$ cat src/rtl/alu_driver.sv
// Command/response sequencer around an external combinational ALU (IDLE -> ISSUE -> RESP).
// Optional accumulate mode (cmd_acc input) is enabled with `define ALU_DRIVER_ACCUM_EN.
module alu_driver #(
    parameter int unsigned WIDTH = 4,
    parameter int unsigned SELW  = 3
) (
    input  logic             clk,
    input  logic             rst_n,
    input  logic             cmd_valid,
    output logic             cmd_ready,
    input  logic [WIDTH-1:0] cmd_a,
    input  logic [WIDTH-1:0] cmd_b,
    input  logic [SELW-1:0]  cmd_op,
`ifdef ALU_DRIVER_ACCUM_EN
    input  logic             cmd_acc,
`endif
    output logic [WIDTH-1:0] alu_a,
    output logic [WIDTH-1:0] alu_b,
    output logic [SELW-1:0]  alu_sel,
    input  logic [WIDTH-1:0] alu_c,
    output logic             rsp_valid,
    input  logic             rsp_ready,
    output logic [WIDTH-1:0] rsp_data,
    output logic             rsp_err,
    output logic             rsp_zero
);

    typedef enum logic [1:0] {StIdle, StIssue, StResp} state_e;

    state_e           state_q, state_d;
    logic             cmd_ready_q, cmd_ready_d;
    logic [WIDTH-1:0] alu_a_q, alu_a_d;
    logic [WIDTH-1:0] alu_b_q, alu_b_d;
    logic [SELW-1:0]  alu_sel_q, alu_sel_d;
    logic             rsp_valid_q, rsp_valid_d;
    logic [WIDTH-1:0] rsp_data_q, rsp_data_d;
    logic             rsp_err_q, rsp_err_d;
    logic             rsp_zero_q, rsp_zero_d;
    logic             accept;
    logic             illegal;
`ifdef ALU_DRIVER_ACCUM_EN
    logic [WIDTH-1:0] last_q, last_d;
`endif

    assign accept  = cmd_valid & cmd_ready_q;
    // The all-ones opcode is the only illegal encoding.
    assign illegal = (cmd_op == {SELW{1'b1}});

    always_comb begin
        state_d     = state_q;
        alu_a_d     = alu_a_q;
        alu_b_d     = alu_b_q;
        alu_sel_d   = alu_sel_q;
        rsp_valid_d = rsp_valid_q;
        rsp_data_d  = rsp_data_q;
        rsp_err_d   = rsp_err_q;
        rsp_zero_d  = rsp_zero_q;
`ifdef ALU_DRIVER_ACCUM_EN
        last_d      = last_q;
`endif
        unique case (state_q)
            StIdle: begin
                if (accept) begin
                    if (illegal) begin
                        state_d     = StResp;
                        rsp_valid_d = 1'b1;
                        rsp_data_d  = '0;
                        rsp_err_d   = 1'b1;
                        rsp_zero_d  = 1'b1;
                    end else begin
                        state_d   = StIssue;
`ifdef ALU_DRIVER_ACCUM_EN
                        alu_a_d   = cmd_acc ? last_q : cmd_a;
`else
                        alu_a_d   = cmd_a;
`endif
                        alu_b_d   = cmd_b;
                        alu_sel_d = cmd_op;
                    end
                end
            end
            StIssue: begin
                // alu_c has had one full cycle to settle on the registered operands.
                state_d     = StResp;
                rsp_valid_d = 1'b1;
                rsp_data_d  = alu_c;
                rsp_err_d   = 1'b0;
                rsp_zero_d  = (alu_c == '0);
`ifdef ALU_DRIVER_ACCUM_EN
                last_d      = alu_c;
`endif
            end
            StResp: begin
                if (rsp_ready) begin
                    state_d     = StIdle;
                    rsp_valid_d = 1'b0;
                end
            end
            default: state_d = StIdle;
        endcase
        cmd_ready_d = (state_d == StIdle);
    end

    always_ff @(posedge clk or negedge rst_n) begin
        if (!rst_n) begin
            state_q     <= StIdle;
            cmd_ready_q <= 1'b1;
            alu_a_q     <= '0;
            alu_b_q     <= '0;
            alu_sel_q   <= '0;
            rsp_valid_q <= 1'b0;
            rsp_data_q  <= '0;
            rsp_err_q   <= 1'b0;
            rsp_zero_q  <= 1'b0;
`ifdef ALU_DRIVER_ACCUM_EN
            last_q      <= '0;
`endif
        end else begin
            state_q     <= state_d;
            cmd_ready_q <= cmd_ready_d;
            alu_a_q     <= alu_a_d;
            alu_b_q     <= alu_b_d;
            alu_sel_q   <= alu_sel_d;
            rsp_valid_q <= rsp_valid_d;
            rsp_data_q  <= rsp_data_d;
            rsp_err_q   <= rsp_err_d;
            rsp_zero_q  <= rsp_zero_d;
`ifdef ALU_DRIVER_ACCUM_EN
            last_q      <= last_d;
`endif
        end
    end

    assign cmd_ready = cmd_ready_q;
    assign alu_a     = alu_a_q;
    assign alu_b     = alu_b_q;
    assign alu_sel   = alu_sel_q;
    assign rsp_valid = rsp_valid_q;
    assign rsp_data  = rsp_data_q;
    assign rsp_err   = rsp_err_q;
    assign rsp_zero  = rsp_zero_q;

endmodule

$ cat config.mk
export PLATFORM = sky130hd
export DESIGN_NAME = alu_driver
export DESIGN_NICKNAME = d
export VERILOG_FILES = /design/src/rtl/alu_driver.sv
export SDC_FILE = /design/constraint.sdc
export NUM_CORES = 1
export LEC_CHECK = 0
export CELL_PAD_IN_SITES_DETAIL_PLACEMENT = 1
export CELL_PAD_IN_SITES_GLOBAL_PLACEMENT = 2
export CORE_MARGIN = 3
export CORE_UTILIZATION = 24
export CTS_BUF_LIST = sky130_fd_sc_hd__clkbuf_4 sky130_fd_sc_hd__clkbuf_8
export DETAILED_ROUTE_END_ITERATION = 16
export PLACE_DENSITY_LB_ADDON = 0.05
export SLEW_MARGIN = 25
export SYNTH_ARGS = -nofsm -noshare
export SYNTH_HDL_FRONTEND = slang
export SYNTH_SLANG_ARGS = --single-unit
$ cat constraint.sdc
create_clock -name clk -period 2.8 [get_ports clk]
set_input_delay 0.28 -clock clk [delete_from_list [all_inputs] [get_ports clk]]
set_output_delay 0.28 -clock clk [all_outputs]
set_load 0.02 [all_outputs]
Word-level counts from Yosys, hierarchy flattened
Cells that the tools add are included.
Word-level totals
  register bits: 21
  bits of input ports: 19
  logic and storage cells: 38
Operators by class
  equality and inequality tests: 6
  muxes and demuxes: 13
  bitwise logic cells: 2
  reduce and logical (&&, ||, !) cells: 8
Operators with widths (count)
  two-way mux 4 bit: 2
  one-hot mux 4 bit (2 select lines): 1
  two-way mux 2 bit: 3
  != test 2 bit, second input constant: 3
  one-hot mux 2 bit (3 select lines): 1
  AND reduction 3 bit: 2
  logical NOT 2 bit: 2
  logical NOT 4 bit: 1
  one-hot mux 1 bit (2 select lines): 2
  AND reduction 4 bit: 1
  == test 3 bit, second input constant: 1
  two-way mux 1 bit: 3
  one-hot mux 1 bit (3 select lines): 1
  nonzero test 3 bit: 1
  == test 2 x 1 -> 1 bit, second input constant: 1
  == test 2 bit, second input constant: 1
  nonzero test 2 bit: 1
  AND 1 bit: 1
  inverter 1 bit: 1

Logic depth before layout (Yosys ltp)
  depth after elaboration: 5
  mapped depth: 7

Worst setup path before layout
No wires, ideal clock.
  path kind: register to register
  start point: reg state_q[1]
  end point: reg alu_a_q[0] (netlist: alu_a[0])
  setup time: 0.127 ns
  data arrival time: 1.398 ns
  path slack: 1.274 ns
  cell stages (with the launch flop): 7
  period minus slack after synthesis: 1.526 ns
  path through: dfrtp_1 > inv_1 > ha_1 > nand3_1 > nor2b_1 > buf_6 > mux2_1
Between the ends
  longest elaborated chain between the ends: 2
Ends and longest elaborated chain
  from (decl): line 30  | state_e state_q, state_d;
  from (signal assigned): line 106  | state_q <= StIdle;
  from (signal assigned): line 119  | state_q <= state_d;
  logical NOT 2 bit: line 61  | unique case (state_q)
  AND reduction 3 bit (no source line)
  to (signal assigned): line 121  | alu_a_q <= alu_a_d;
  to (decl): line 32  | logic [WIDTH-1:0] alu_a_q, alu_a_d;
Every way passes these cells.
A chain may end at the register's enable or synchronous reset.

Worst setup path in the final report
  start point: reg state_q[1]
  end point: reg alu_sel_q[2] (netlist: alu_sel[2])
Between the ends
  longest elaborated chain between the ends: 2
Ends and longest elaborated chain
  logical NOT 2 bit: line 61
  AND reduction 3 bit (no source line)
  to (signal assigned): line 123  | alu_sel_q <= alu_sel_d;
  to (decl): line 34  | logic [SELW-1:0] alu_sel_q, alu_sel_d;
Every way passes these cells.

==> flow_summary.json <==
{
  "status": "finished, final reports clean",
  "final_cell_mix": "37 x clkdlybuf4s50_1, 20 x dfrtp_1, 12 x mux2_1",
  "cpPeakStageDelay_ns": 0.42,
  "die_h_um": 71.1,
  "p_per_area_mw_per_mm2": 1130,
  "cp_max_fo": 12,
  "core_mm2": 0.00403,
  "cts_sinks": 21,
  "nets": 147,
  "dp_hpwl_um": 1850,
  "wire_per_inst_um": 14.2,
  "crit_slowest_cell": "dfrtp_1",
  "grt_max_degree": 22,
  "crit_chain": "inv_1 > ha_1 > nand3_1 > nor2b_1 > buf_4 > mux2_1",
  "yosysSeqAreaShare": 0.518,
  "cts.clk_slew.worst_paths_ns": 0.08,
  "die_w_um": 71.1,
  "syn_nets": 106,
  "nFillCells": 445,
  "antennaDiodeCount": 0,
  "yosys.area.top_type": "dfrtp_1",
  "drc": 0,
  "layout_commonest_cell": "clkdlybuf4s50_1",
  "setup_viol": 0,
  "ant_nets": 0,
  "placed_cells": 169,
  "clock_power_share": 0.126,
  "intPower_w": 0.00103,
  "clock-root-buffer": "clkbuf_8",
  "tightest_slew_ns": 0.430,
  "syn2layout_area_growth_pct": 46.8,
  "multi_input_area_um2": 443,
  "hold_ws_ns": 0.371,
  "worstSkewPairLatency_ns": 0.26,
  "pin_count": 38,
  "maxSlewViolCount": 0,
  "synthFlopType": "dfrtp_1",
  "dr.pass1.iters": 3,
  "hold_viol_final": 0,
  "pwr-share-seq": 0.328,
  "avgSynthCellArea_um2": 12.2,
  "drive_gt1_frac": 0.0976,
  "timing.final.crit_period_ns": 1.90,
  "grt.overflow.total": 0,
  "period_share": 0.678,
  "switchingPower_w": 0.000657,
  "start_util": 0.252,
  "first_global_vias": 898,
  "layoutNonFillerInstCount": 173,
  "critPathCaptureType": "register",
  "comb_power_share": 0.546,
  "cts_tree": "yes",
  "clock_skew_ns": 0.00100,
  "syn-cell-area_mm2": 0.00102,
  "clock.fmax_mhz": 527,
  "ir_drop_uv": 330,
  "critPathRequiredTime_ns": 2.95,
  "row_count": 23,
  "dieArea_mm2": 0.00505,
  "max-cap-violations": 0,
  "post-place-ws_ns": 0.850,
  "cp-start-kind": "register",
  "switching_share": 0.389,
  "port_buffers": 37,
  "synth_cell_type_count": 24,
  "hold_buffers": 0,
  "drt_iter0_markers": 20,
  "ys_seq_elements": 21,
  "grt_use_total": 0.108,
  "post_cts_buffers": 0,
  "path_delay_family": "flip-flops",
  "numCtsBuffers": 3,
  "p_leak_nw": 0.617,
  "syn_inst": 83,
  "setup_ws_ns": 0.902,
  "netlist_top_cells_area": "dfrtp_1 49%, mux2_1 13%, ha_1 4.9%, a221o_1 3.9%, mux2i_1 3.9%",
  "synth_edf_count": 0,
  "worst-path-buf-inv": 2,
  "setup-tns-final_ns": 0,
  "rsz0062_at_grt": "false",
  "routed_wl_um": 2460,
  "maxSlewHeadroom": 0.713,
  "antenna_found_initial": 0,
  "place_congestion": 0.709,
  "hp-class": "primary input to async pin",
  "path_class": "register to register",
  "yosys_warnings": 0,
  "vias": 799,
  "async_flop_share": 1.00,
  "viasPerCell": 4.62,
  "seqCellArea_um2": 527,
  "yosysTopAreaCellShare": 0.493,
  "clk_path_buf_depth": 2,
  "finalPower_w": 0.00169,
  "ctsResizeCount": 0,
  "grt_pass1_wl_um": 4310,
  "ctsHtreeMaxLevel": 1,
  "worstPathArrival_ns": 2.04
}
[power groups by stage]
stage	combinational, W	clock (W)	sequential (W)
2_1_floorplan	0.000403	0	0.000706
3_3_place_gp	0.000937	0	0.000555
3_5_place_dp	0.000941	0	0.000560
4_1_cts	0.000944	0.000224	0.000557
5_1_grt	0.00102	0.000241	0.000585
6_report	0.000924	0.000214	0.000554
[metrics by stage]
step | util | cell area [um2]
after global placement | 0.358 | 1440
after detailed placement | 0.358 | 1440
after floorplan | - | 1020
final | 0.370 | 1490
after CTS | 0.370 | 1490
after global routing | 0.370 | 1490
[final timing paths]
path	startpoint	endpoint	slack [ns]	depth (start not counted)
min in group clk	alu_b[0]	alu_b[0]	0.49	1
min	rst_n	rsp_zero	0.37	2
max in group asynchronous	rst_n	cmd_ready	2.15	2
max	state_q[1]	alu_sel[2]	0.90	6
min reg2reg	alu_b[0]	alu_b[0]	0.49	1
max reg2reg	state_q[1]	alu_sel[2]	0.90	6
[synthesized netlist by cell type, types with 2 or more instances]
cell type,instances
a22o_1,2
nand3_1,4
dfrtp_1,20
mux2i_1,4
inv_1,5
ha_1,4
nand2_1,3
a21oi_1,3
a221o_1,4
mux2_1,12
buf_2,2
nor2_1,6
nor2b_1,3
[flip-flops by register name (all words and copies together) (netlist names)]
name and flops:
cmd_ready 1, rsp_err 1, state_q 2, rsp_zero 1
rsp_valid 1, alu_a 4, rsp_data 4, alu_sel 3
alu_b 4
[area by class of cell]
type | instances | area share
clock buffer | 4 | 0.0327
inverter | 6 | 0.0168
multi-input combinational | 53 | 0.297
sequential | 21 | 0.353
tap | 50 | 0.0419
timing repair buffer | 39 | 0.258
[layer usage]
layer,up-vias,part of all wire,GRT usage
li1,378,-,-
met1,394,0.45,0.135
met2,25,0.48,0.176
met3,2,0.064,0.0384
met4,0,0.0069,0.0313
met5,-,0,0
[worst register-to-register path, cell delays in order (launching register included)]
cell and delay (ns):
dfrtp_1 0.42, inv_1 0.11, ha_1 0.39, nand3_1 0.17
nor2b_1 0.14, buf_4 0.22, mux2_1 0.34
[kinds of logic after synthesis]
| family | Yosys count | synth area share |
|---|---|---|
| buffers and inverters | 9 | 0.0456 |
| multiplexers | 16 | 0.172 |
| AO/OA/AOI/OAI | 14 | 0.116 |
| adder cells (fa/ha/maj) | 4 | 0.0493 |
| AND/OR/NAND/NOR | 19 | 0.0985 |
| flip-flops | 21 | 0.518 |
Power figures use the tool's default switching activity.
